==> src/rtl/rfrom_clk_switch_ctrl.sv <==
// Sequencer for the ROM glitch-free clock mux select: drains ROM accesses, flips clock_sel,
// waits out the mux settle window, then re-enables and acks. Optional post-switch
// hold-off is enabled by defining RFROM_CLKSW_DWELL_EN.
module rfrom_clk_switch_ctrl #(
  parameter int unsigned SETTLE_CYCLES = 16,
  parameter int unsigned DWELL_CYCLES  = 32,
  parameter int unsigned CNT_W         = 8
) (
  input  logic clk,
  input  logic rst,
  input  logic sw_req,
  input  logic sw_sel,
  output logic sw_ack,
  output logic clock_sel,
  output logic gate_en,
  output logic busy
);

  localparam int unsigned MAX_CNT = (32'd1 << CNT_W) - 32'd1;

  if (SETTLE_CYCLES < 1 || SETTLE_CYCLES > MAX_CNT ||
      DWELL_CYCLES < 1 || DWELL_CYCLES > MAX_CNT) begin : g_param_check
    $error("rfrom_clk_switch_ctrl: SETTLE_CYCLES/DWELL_CYCLES out of counter range");
  end

  typedef enum logic [2:0] {
    ST_INIT,
    ST_IDLE,
    ST_DRAIN0,
    ST_DRAIN1,
    ST_SWITCH,
    ST_RESUME
`ifdef RFROM_CLKSW_DWELL_EN
    , ST_DWELL
`endif
  } state_t;

  state_t           state_q, state_d;
  logic [CNT_W-1:0] cnt_q, cnt_d;
  logic             sel_q, sel_d;
  logic             sw_ack_d, clock_sel_d, gate_en_d, busy_d;
`ifdef RFROM_CLKSW_DWELL_EN
  logic             toggle_q, toggle_d;
`endif

  // State, counter and outputs; outputs follow the state they were decoded from by one edge
  always_ff @(posedge clk or posedge rst) begin
    if (rst) begin
      state_q   <= ST_INIT;
      cnt_q     <= CNT_W'(SETTLE_CYCLES - 1);
      sel_q     <= 1'b0;
      sw_ack    <= 1'b0;
      clock_sel <= 1'b0;
      gate_en   <= 1'b0;
      busy      <= 1'b1;
`ifdef RFROM_CLKSW_DWELL_EN
      toggle_q  <= 1'b0;
`endif
    end else begin
      state_q   <= state_d;
      cnt_q     <= cnt_d;
      sel_q     <= sel_d;
      sw_ack    <= sw_ack_d;
      clock_sel <= clock_sel_d;
      gate_en   <= gate_en_d;
      busy      <= busy_d;
`ifdef RFROM_CLKSW_DWELL_EN
      toggle_q  <= toggle_d;
`endif
    end
  end

  // Next-state and output decode
  always_comb begin
    state_d     = state_q;
    cnt_d       = cnt_q;
    sel_d       = sel_q;
    sw_ack_d    = 1'b0;
    clock_sel_d = clock_sel;
    gate_en_d   = 1'b0;
    busy_d      = 1'b1;
`ifdef RFROM_CLKSW_DWELL_EN
    toggle_d    = toggle_q;
`endif
    case (state_q)
      ST_INIT: begin
        if (cnt_q == '0) state_d = ST_IDLE;
        else             cnt_d   = cnt_q - CNT_W'(1);
      end
      ST_IDLE: begin
        gate_en_d = 1'b1;
        busy_d    = 1'b0;
        if (sw_req) begin
          sel_d = sw_sel;
          // Same source requested: acknowledge without touching the mux
          if (sw_sel != clock_sel) state_d = ST_DRAIN0;
          else                     state_d = ST_RESUME;
`ifdef RFROM_CLKSW_DWELL_EN
          toggle_d = (sw_sel != clock_sel);
`endif
        end
      end
      ST_DRAIN0: state_d = ST_DRAIN1;
      ST_DRAIN1: begin
        state_d = ST_SWITCH;
        cnt_d   = CNT_W'(SETTLE_CYCLES - 1);
      end
      ST_SWITCH: begin
        clock_sel_d = sel_q;
        if (cnt_q == '0) state_d = ST_RESUME;
        else             cnt_d   = cnt_q - CNT_W'(1);
      end
      ST_RESUME: begin
        sw_ack_d  = 1'b1;
        gate_en_d = 1'b1;
        state_d   = ST_IDLE;
`ifdef RFROM_CLKSW_DWELL_EN
        if (toggle_q) begin
          state_d = ST_DWELL;
          cnt_d   = CNT_W'(DWELL_CYCLES - 1);
        end
`endif
      end
`ifdef RFROM_CLKSW_DWELL_EN
      ST_DWELL: begin
        gate_en_d = 1'b1;
        if (cnt_q == '0) state_d = ST_IDLE;
        else             cnt_d   = cnt_q - CNT_W'(1);
      end
`endif
      default: state_d = ST_INIT;
    endcase
  end

endmodule

==> config.mk <==
export PLATFORM = sky130hd
export DESIGN_NAME = rfrom_clk_switch_ctrl
export DESIGN_NICKNAME = d
export VERILOG_FILES = /design/src/rtl/rfrom_clk_switch_ctrl.sv
export SDC_FILE = /design/constraint.sdc
export NUM_CORES = 1
export LEC_CHECK = 0
export CAP_MARGIN = 10
export CORE_UTILIZATION = 53
export DETAILED_ROUTE_END_ITERATION = 8
export GPL_ROUTABILITY_DRIVEN = 0
export PLACE_DENSITY = 0.78
export SYNTH_ARGS = -nofsm -noshare
export SYNTH_HDL_FRONTEND = slang
export SYNTH_SLANG_ARGS = --single-unit
==> constraint.sdc <==
create_clock -name clk -period 4.4 [get_ports clk]
set_clock_uncertainty 0.15 [all_clocks]
set_input_delay 1.1 -clock clk [delete_from_list [all_inputs] [get_ports clk]]
set_output_delay 1.1 -clock clk [all_outputs]
set_load 0.005 [all_outputs]
# Yosys cells after proc, flatten, opt, wreduce, memory -nomap -nowiden
# Index checks and enable logic that the tools add are counted.
# totals
regBits	16
out_inout_bits	4
elab_cells	36
# classes
addsub	1
eq_ne	10
mux	10
n_reduce_logical	8
# op_table
cell	count
$pmux 3 s6	1
$pmux 8 s2	1
$mux 3	4
$logic_not 8->1	1
$mux 8	1
$ne 2x2->1 const B	4
$sub 8x1->8 const B	1
$eq 3x2->1 const B	2
$eq 3x3->1 const B	2
$reduce_and 2->1	2
$reduce_or 2->1	2
$eq 3x1->1 const B	1
$logic_not 3->1	1
$mux 1	3
$reduce_and 3->1	1
$reduce_bool 2->1	1
$ne 1x1->1	1

# Longest topological paths before layout
# Gate-level depths: netlist of the first run.
# logic_depth
word_depth	4
depth_mapped	6
mapped_depth_nobuf	6

# Worst setup path after synthesis of the first run
# No wires, ideal clock.
# synth_path
path_type	reg-to-reg
startpoint	register state_q[1]
endpoint	register cnt_q[7]
setup_time_ps	79
arrival_ps	1782
t_required_ps	4171
path_slack_ps	2388
path_stages_with_launch	6
path_buffers	1
path_cell_list	dfrtp_1 > buf_6 > or4_4 > or4_4 > nor4_4 > mux2i_1
# synth_via
elab_chain_len	4
# synth_lines
element	line_no	rtl
from (decl)	38	state_t state_q, state_d;
from (signal assigned)	60	state_q <= state_d;
$eq 3x3->1 or $logic_not 3->1 (tied branches)	85	case (state_q)
$reduce_or 2->1 (no source line)	n/a	
$ne 2x2->1 (no source line) or $reduce_bool 2->1 (tied branches)	n/a	
$reduce_and 2->1 (no source line)	n/a	
to (signal assigned)	50	cnt_q <= CNT_W'(SETTLE_CYCLES - 1);
to (signal assigned)	61	cnt_q <= cnt_d;
to (decl)	39	logic [CNT_W-1:0] cnt_q, cnt_d;
# Parallel ways exist; a longest one is shown, timed or not.
# A chain may end at the register's enable or synchronous reset.

# Final worst setup path of the first run
# layout_path
startpoint	register busy
endpoint	output port busy
# layout_lines
element	line_no	rtl
from (decl)	16	output logic busy
from (signal assigned)	66	busy <= busy_d;
# No word-level cell between the ends.

==> run metrics, run 1 <==
status=finished, final reports clean; # IOs=8; initial antenna violation count=0; crit path max-delay cell type=dfstp_2; CTS Root Cell=clkbuf_4; total of warnings raised by yosys=0; clk sinks=16; ANT nets after route=0; sequential-to-total area share from yosys stat=around 50%; area of the multi-input gates=370 um2; Req. time, crit path=3.15 ns; RSZ-0062 raised after global routing=no; post-detailed-route DRC marker count=0; Setup Viol. Count Final=0; core area=1370 um2; register area=between 400 and 500 um2; Rel. slew slack=between 60% and 70%; cells along the critical path=clkdlybuf4s50_1; switching share of power=roughly 36%; TritonRoute pass-1 iters=4; Final WS setup=1.87 ns; setup TNS=0 ns; Critical Path Sink Type=primary output; Pint=0.421 mW; crit-path max cell delay=0.52 ns; most common cell after layout, fill and taps aside=dfrtp_1; Die Ht=41.2 um; Combinational Power Share=38.7%; CTS tree=done; cts hold-fix bufs=0; Pleak=between 0.4 and 0.5 nW; number of port buffers=7; wire length of the first global-routing pass=2.10 mm; number of nets in the final layout=92; Final Hold Fails=0; Mapped Avg Cell Area=10.6 um2; synth unique cells=32; PwrDens=approximately 710 nW/um2; clock buffer depth=2; Post-Synth Simple-Gate Area=24.1%; post-layout minimum cycle time=2.53 ns; delay-heaviest family, CP=flip-flops; Initial Util=about 60%; pins over their slew limit=0; clock share of power=14.3%; quantity of gates resized following cts=0; Max Cap Viol=0; Flop pwr share=a little under half; Hold WC Path Type=flop to flop; Achievable Freq=between 0.3 and 0.4 GHz; DR vias=559; Die Span X=41.2 um; Routed WL per cell=12.9 um; Post-DP HPWL=929 um; #FFs+latches synth=16; Num CTS Buffers=3; layout cells sized above 1=17.6%; Via density=~5.6; Mapped Cells=77; main combinational cell family by area after synthesis=simple AND/OR/NAND/NOR gates; Post-Route WL=about 1.3 mm; CP bufs+invs=1; dpl ws=~2 ns; Setup CP Type=flop to primary output; Layout area overhead=12.9%; Post-Syn Area=816 um2; gr usage total=18.9%; H-tree levels=1; Compound-Gate Fraction of Synth Area=5.98%; largest net degree at the start of global routing=17; Synth Area in Adders=3.07%; fillers=roughly 110; # rows=13; P_sw=0.235 mW; clk slew on worst S/H paths=0.09 ns; Synth Area in XOR/XNOR=about 2.1%; postcts setup bufs=0; Max FO, Critical Path=1; Clk Latency, worst-skew pair=0.27 ns; DR iter-0 viols=9; commonest cells after routing, fill and taps aside=dfrtp_1, nor2_1, clkdlybuf4s50_1; CP startpoint kind=flop; gr ovfl total=0; Die Area=1700 um2; number of global-route vias before repair=508; syn nets=83; mux contribution to synthesized area=about a tenth; Worst EP arrival=1.28 ns; Final period util=57.5%; ant diodes=0; Worst VDD drop=0.393 mV; measured slew at the worst slew-check pin=0.583 ns
kinds of logic (layout without fill, tap and decap cells):
family | after synthesis | after routing
compound gates | 8 | 8
xor+xnor | 2 | 2
buf+inv | 8 | 16
mux | 8 | 8
simple gates | 33 | 33
fa+ha+maj | 2 | 2
flops | 16 | 16
cell type report:
type / count / share of cell area, %
Clock buffer: 4 / 3.94
Inverter: 5 / 2.04
Multi-Input combinational cell: 53 / 40.2
Sequential cell: 16 / 44.2
Tap cell: 15 / 2.04
Timing Repair Buffer: 7 / 7.61
layer usage:
metal	up-vias	part of all wire [%]	track usage [%]
li1	278	-	-
met1	270	51	26.4
met2	9	45	28.9
met3	2	2.8	3.26
met4	0	1.0	7.26
met5	-	0	0
stage by stage:
step,instance area (um2),utilization (%),instances,total power [mW],hold WS [ns]
4_1_cts,921,67.4,100,0.663,0.363
5_1_grt,921,67.4,100,0.713,0.391
3_3_place_gp,885,64.7,96,0.553,0.340
2_1_floorplan,816,-,77,0.499,0.320
3_5_place_dp,885,64.7,96,0.565,0.350
6_report,921,67.4,100,0.656,0.358
sequential cells by signal, indices dropped and copies added (netlist names):
name / flops
busy: 1
clock_sel: 1
cnt_q: 8
gate_en: 1
sel_q: 1
state_q: 3
sw_ack: 1
final timing paths:
check / to / cells after the start / start / slack (ns)
worst max-delay path: busy / 1 / busy$_DFF_PP1_ / 1.87
worst min-delay path: state_q[1]$_DFFE_PP0P_ / 1 / state_q[2]$_DFFE_PP0P_ / 0.36
worst max register to register: cnt_q[7]$_DFFE_PP0P_ / 4 / state_q[1]$_DFFE_PP0P_ / 2.29
worst min register to register: state_q[1]$_DFFE_PP0P_ / 1 / state_q[2]$_DFFE_PP0P_ / 0.36
max in group asynchronous: cnt_q[0]$_DFFE_PP1P_ / 2 / rst / 2.69
min in group asynchronous: cnt_q[4]$_DFFE_PP0P_ / 2 / rst / 1.03
cell usage after synthesis, drive strengths merged:
| cell | number | share of area (%) |
|---|---|---|
| dfrtp | 11 | 34 |
| nor2 | 10 | 4.6 |
| mux2i | 6 | 7.4 |
| dfstp | 5 | 16 |
| inv | 5 | 2.3 |
| nand2 | 4 | 1.8 |
| nor3 | 3 | 1.8 |
| o21ai | 3 | 1.8 |
| a21oi | 2 | 1.2 |
| and2 | 2 | 1.5 |
| and3 | 2 | 1.5 |
| buf | 2 | 2.0 |
| ha | 2 | 3.1 |
| mux2 | 2 | 2.8 |
| nand3 | 2 | 1.2 |
| nor4 | 2 | 3.4 |
| or4 | 2 | 2.8 |
| a2111oi | 1 | 1.1 |
| a211o | 1 | 1.1 |
| a31oi | 1 | 0.77 |
| and2b | 1 | 0.92 |
| clkbuf | 1 | 0.46 |
| nand2b | 1 | 0.77 |
| nor2b | 1 | 0.77 |
| nor3b | 1 | 0.92 |
| or2b | 1 | 0.92 |
| or3b | 1 | 1.1 |
| xnor2 | 1 | 1.1 |
| xor2 | 1 | 1.1 |
worst reg2reg max path, cell delays in order (launching register included):
cell and delay, ns:
dfrtp_1 0.49, or4_4 0.58, or4_4 0.46, nor4_4 0.16, mux2i_1 0.21
power by group through the flow:
stage | Clock, mW | Sequential (mW) | Combinational [mW]
floorplan | 0 | 0.284 | 0.215
global placement | 0 | 0.306 | 0.247
detailed placement | 0 | 0.309 | 0.256
CTS | 0.0974 | 0.308 | 0.257
global route | 0.105 | 0.322 | 0.286
finish | 0.0940 | 0.308 | 0.254
(Power assumes the default switching activity.)
==> inputs of run 2 (changes only) <==
- clock period: 4.4 -> 2.36 ns (I/O delays scaled with it)
==> run 2 against run 1 <==
Effect of this change: register-to-register slack got worse by 2.0 ns; cell area unchanged; non-clock buffer count unchanged; critical path type is now flop to flop; largest cell class unchanged; largest power group unchanged; highest routed layer is now met3.
==> run metrics, run 2 (synthesized netlist as in run 1, its figures left out) <==
initial antenna violation count=0 (unchanged); pins over their slew limit=0 (unchanged); CP bufs+invs=0 (-1); CTS Root Cell=clkbuf_4; CTS tree=done; Post-DP HPWL=943 um (+1.5%); hold_sp=sel_q$_DFFE_PP0P_; Die Span X=41.2 um (unchanged); PwrDens=1330 nW/um2 (+87%); largest registers=cnt_q x8, state_q x3; Setup Viol. Count Final=0 (unchanged); Via density=5.52 (-1.3%); Routed WL per cell=12.7 um (-1.3%); post-detailed-route DRC marker count=0 (unchanged); clk sinks=16 (unchanged); Post-Route WL=1.27 mm (-1.3%); Pleak=0.426 nW (unchanged); clock buffer depth=2 (unchanged); Num CTS Buffers=3 (unchanged); Final period util=87.5%; measured slew at the worst slew-check pin=0.597 ns (+0.0142 ns); cells along the critical path=or4_4 -> or4_4 -> nor4_4 -> mux2i_1; number of nets in the final layout=92 (unchanged); Max Cap Viol=0 (unchanged); post-layout minimum cycle time=2.07 ns; largest net degree at the start of global routing=17 (unchanged); wire length of the first global-routing pass=2.10 mm (unchanged); Hold WC Path Type=flop to flop; met1 usage=25.8% (-0.60 points); # IOs=8 (unchanged); Clk Latency, worst-skew pair=0.28 ns (about the same); setup TNS=0 ns (unchanged); Worst VDD drop=0.720 mV (+83%); Achievable Freq=0.484 GHz; Initial Util=59.7% (unchanged); gr ovfl total=0 (unchanged); RSZ-0062 raised after global routing=no; Max FO, Critical Path=10 (+9); GRT Max-Usage Layer=met2; Critical Path Sink Type=flop; DR vias=552 (-1.3%); final instance area=921 um2 (unchanged); gr usage total=19.7% (+0.84 points); layout cells sized above 1=17.6% (unchanged); crit path max-delay cell type=or4_4; global routing usage on met3=6.52% (+3.3 points); R2R Setup Slk=0.29 ns (-2.00 ns); postcts setup bufs=0 (unchanged); ANT nets after route=0 (unchanged); RR Endpoint=cnt_q[7]$_DFFE_PP0P_; TritonRoute pass-1 iters=4 (unchanged); most common cell after layout, fill and taps aside=dfrtp_1; FF-to-FF path depth=4 (unchanged); Worst EP arrival=2.13 ns (+0.85 ns); core area=1370 um2 (unchanged); max reg flops=8 (unchanged); Final Power=1.23 mW (+87%); number of port buffers=7 (unchanged); Die Area=1700 um2 (unchanged); hold depth=1 (unchanged); Setup CP Type=flop to flop; Final Hold Fails=0 (unchanged); Rel. slew slack=60.2% (-0.95 points); crit-path max cell delay=0.56 ns (+0.04 ns); Die Ht=41.2 um (unchanged); ant diodes=0 (unchanged); WHS=0.361 ns (+0.00308 ns); quantity of gates resized following cts=0 (unchanged); # rows=13 (unchanged); CP startpoint kind=flop; Layout area overhead=12.9% (unchanged); reg2reg start=state_q[1]$_DFFE_PP0P_; Req. time, crit path=2.42 ns (-0.73 ns); Worst Hold End=clock_sel$_DFFE_PP0P_; number of global-route vias before repair=501 (-1.4%); clk slew on worst S/H paths=0.09 ns (about the same); commonest cells after routing, fill and taps aside=dfrtp_1, nor2_1, clkdlybuf4s50_1; DR iter-0 viols=17 (+8); Biggest register=cnt_q; delay-heaviest family, CP=simple AND/OR/NAND/NOR gates; GR Util met2=28.9% (unchanged); cts hold-fix bufs=0 (unchanged); CP most frequent cell=or4_4; H-tree levels=1 (unchanged); status=finished, final reports clean; Cell Area, Placed=885 um2 (unchanged)
## run 2: cell counts in the layout (fill, tap and decap cells not counted)
No cell type changed its count.
## run 2: report_power, final
group          internal (mW)  switching (mW)  total, mW
clock                 0.0938          0.0851      0.179
combinational          0.256           0.218      0.474
sequential             0.435           0.138      0.573
total                  0.785           0.441       1.23
## run 2: how the worst max path moves through the flow
stage / cells after the start / slack, ns / endpoint / start
after CTS: 4 / 0.29 / cnt_q[7]$_DFFE_PP0P_ / state_q[1]$_DFFE_PP0P_
after global routing: 6 / 0.18 / cnt_q[1]$_DFFE_PP1P_ / cnt_q[0]$_DFFE_PP1P_
after detailed placement: 4 / 0.30 / cnt_q[7]$_DFFE_PP0P_ / state_q[1]$_DFFE_PP0P_
after floorplan: 5 / 0.35 / cnt_q[7]$_DFFE_PP0P_ / state_q[1]$_DFFE_PP0P_
after global placement: 4 / 0.35 / cnt_q[7]$_DFFE_PP0P_ / state_q[1]$_DFFE_PP0P_
final: 4 / 0.29 / cnt_q[7]$_DFFE_PP0P_ / state_q[1]$_DFFE_PP0P_
## run 2: cell type report
class                           count  area [um2]
Sequential cell                    16         407
Multi-Input combinational cell     53         370
Timing Repair Buffer                7        70.1
Fill cell                         105         445
Tap cell                           15        18.8
Inverter                            5        18.8
Clock buffer                        4        36.3
## run 2: per-stage QoR
| stage | cells | utilization (%) | worst slack [ns] |
|---|---|---|---|
| finish | 100 | 67.4 | 0.295 |
| global route | 100 | 67.4 | 0.182 |
| CTS | 100 | 67.4 | 0.292 |
| detailed placement | 96 | 64.7 | 0.299 |
| global placement | 96 | 64.7 | 0.347 |
| floorplan | 77 | - | 0.348 |
## run 2: per-layer routing
metal / vias up / share of wire, %
li1: 281 / -
met1: 262 / 51
met2: 9 / 46
met3: 0 / 3.5
met4: 0 / 0
met5: - / 0
==> inputs of run 3 (changes only) <==
- CAP_MARGIN: 10 -> unset
==> results of run 3 <==
The final DEF is identical to that of run 2; final timing and power are the same.
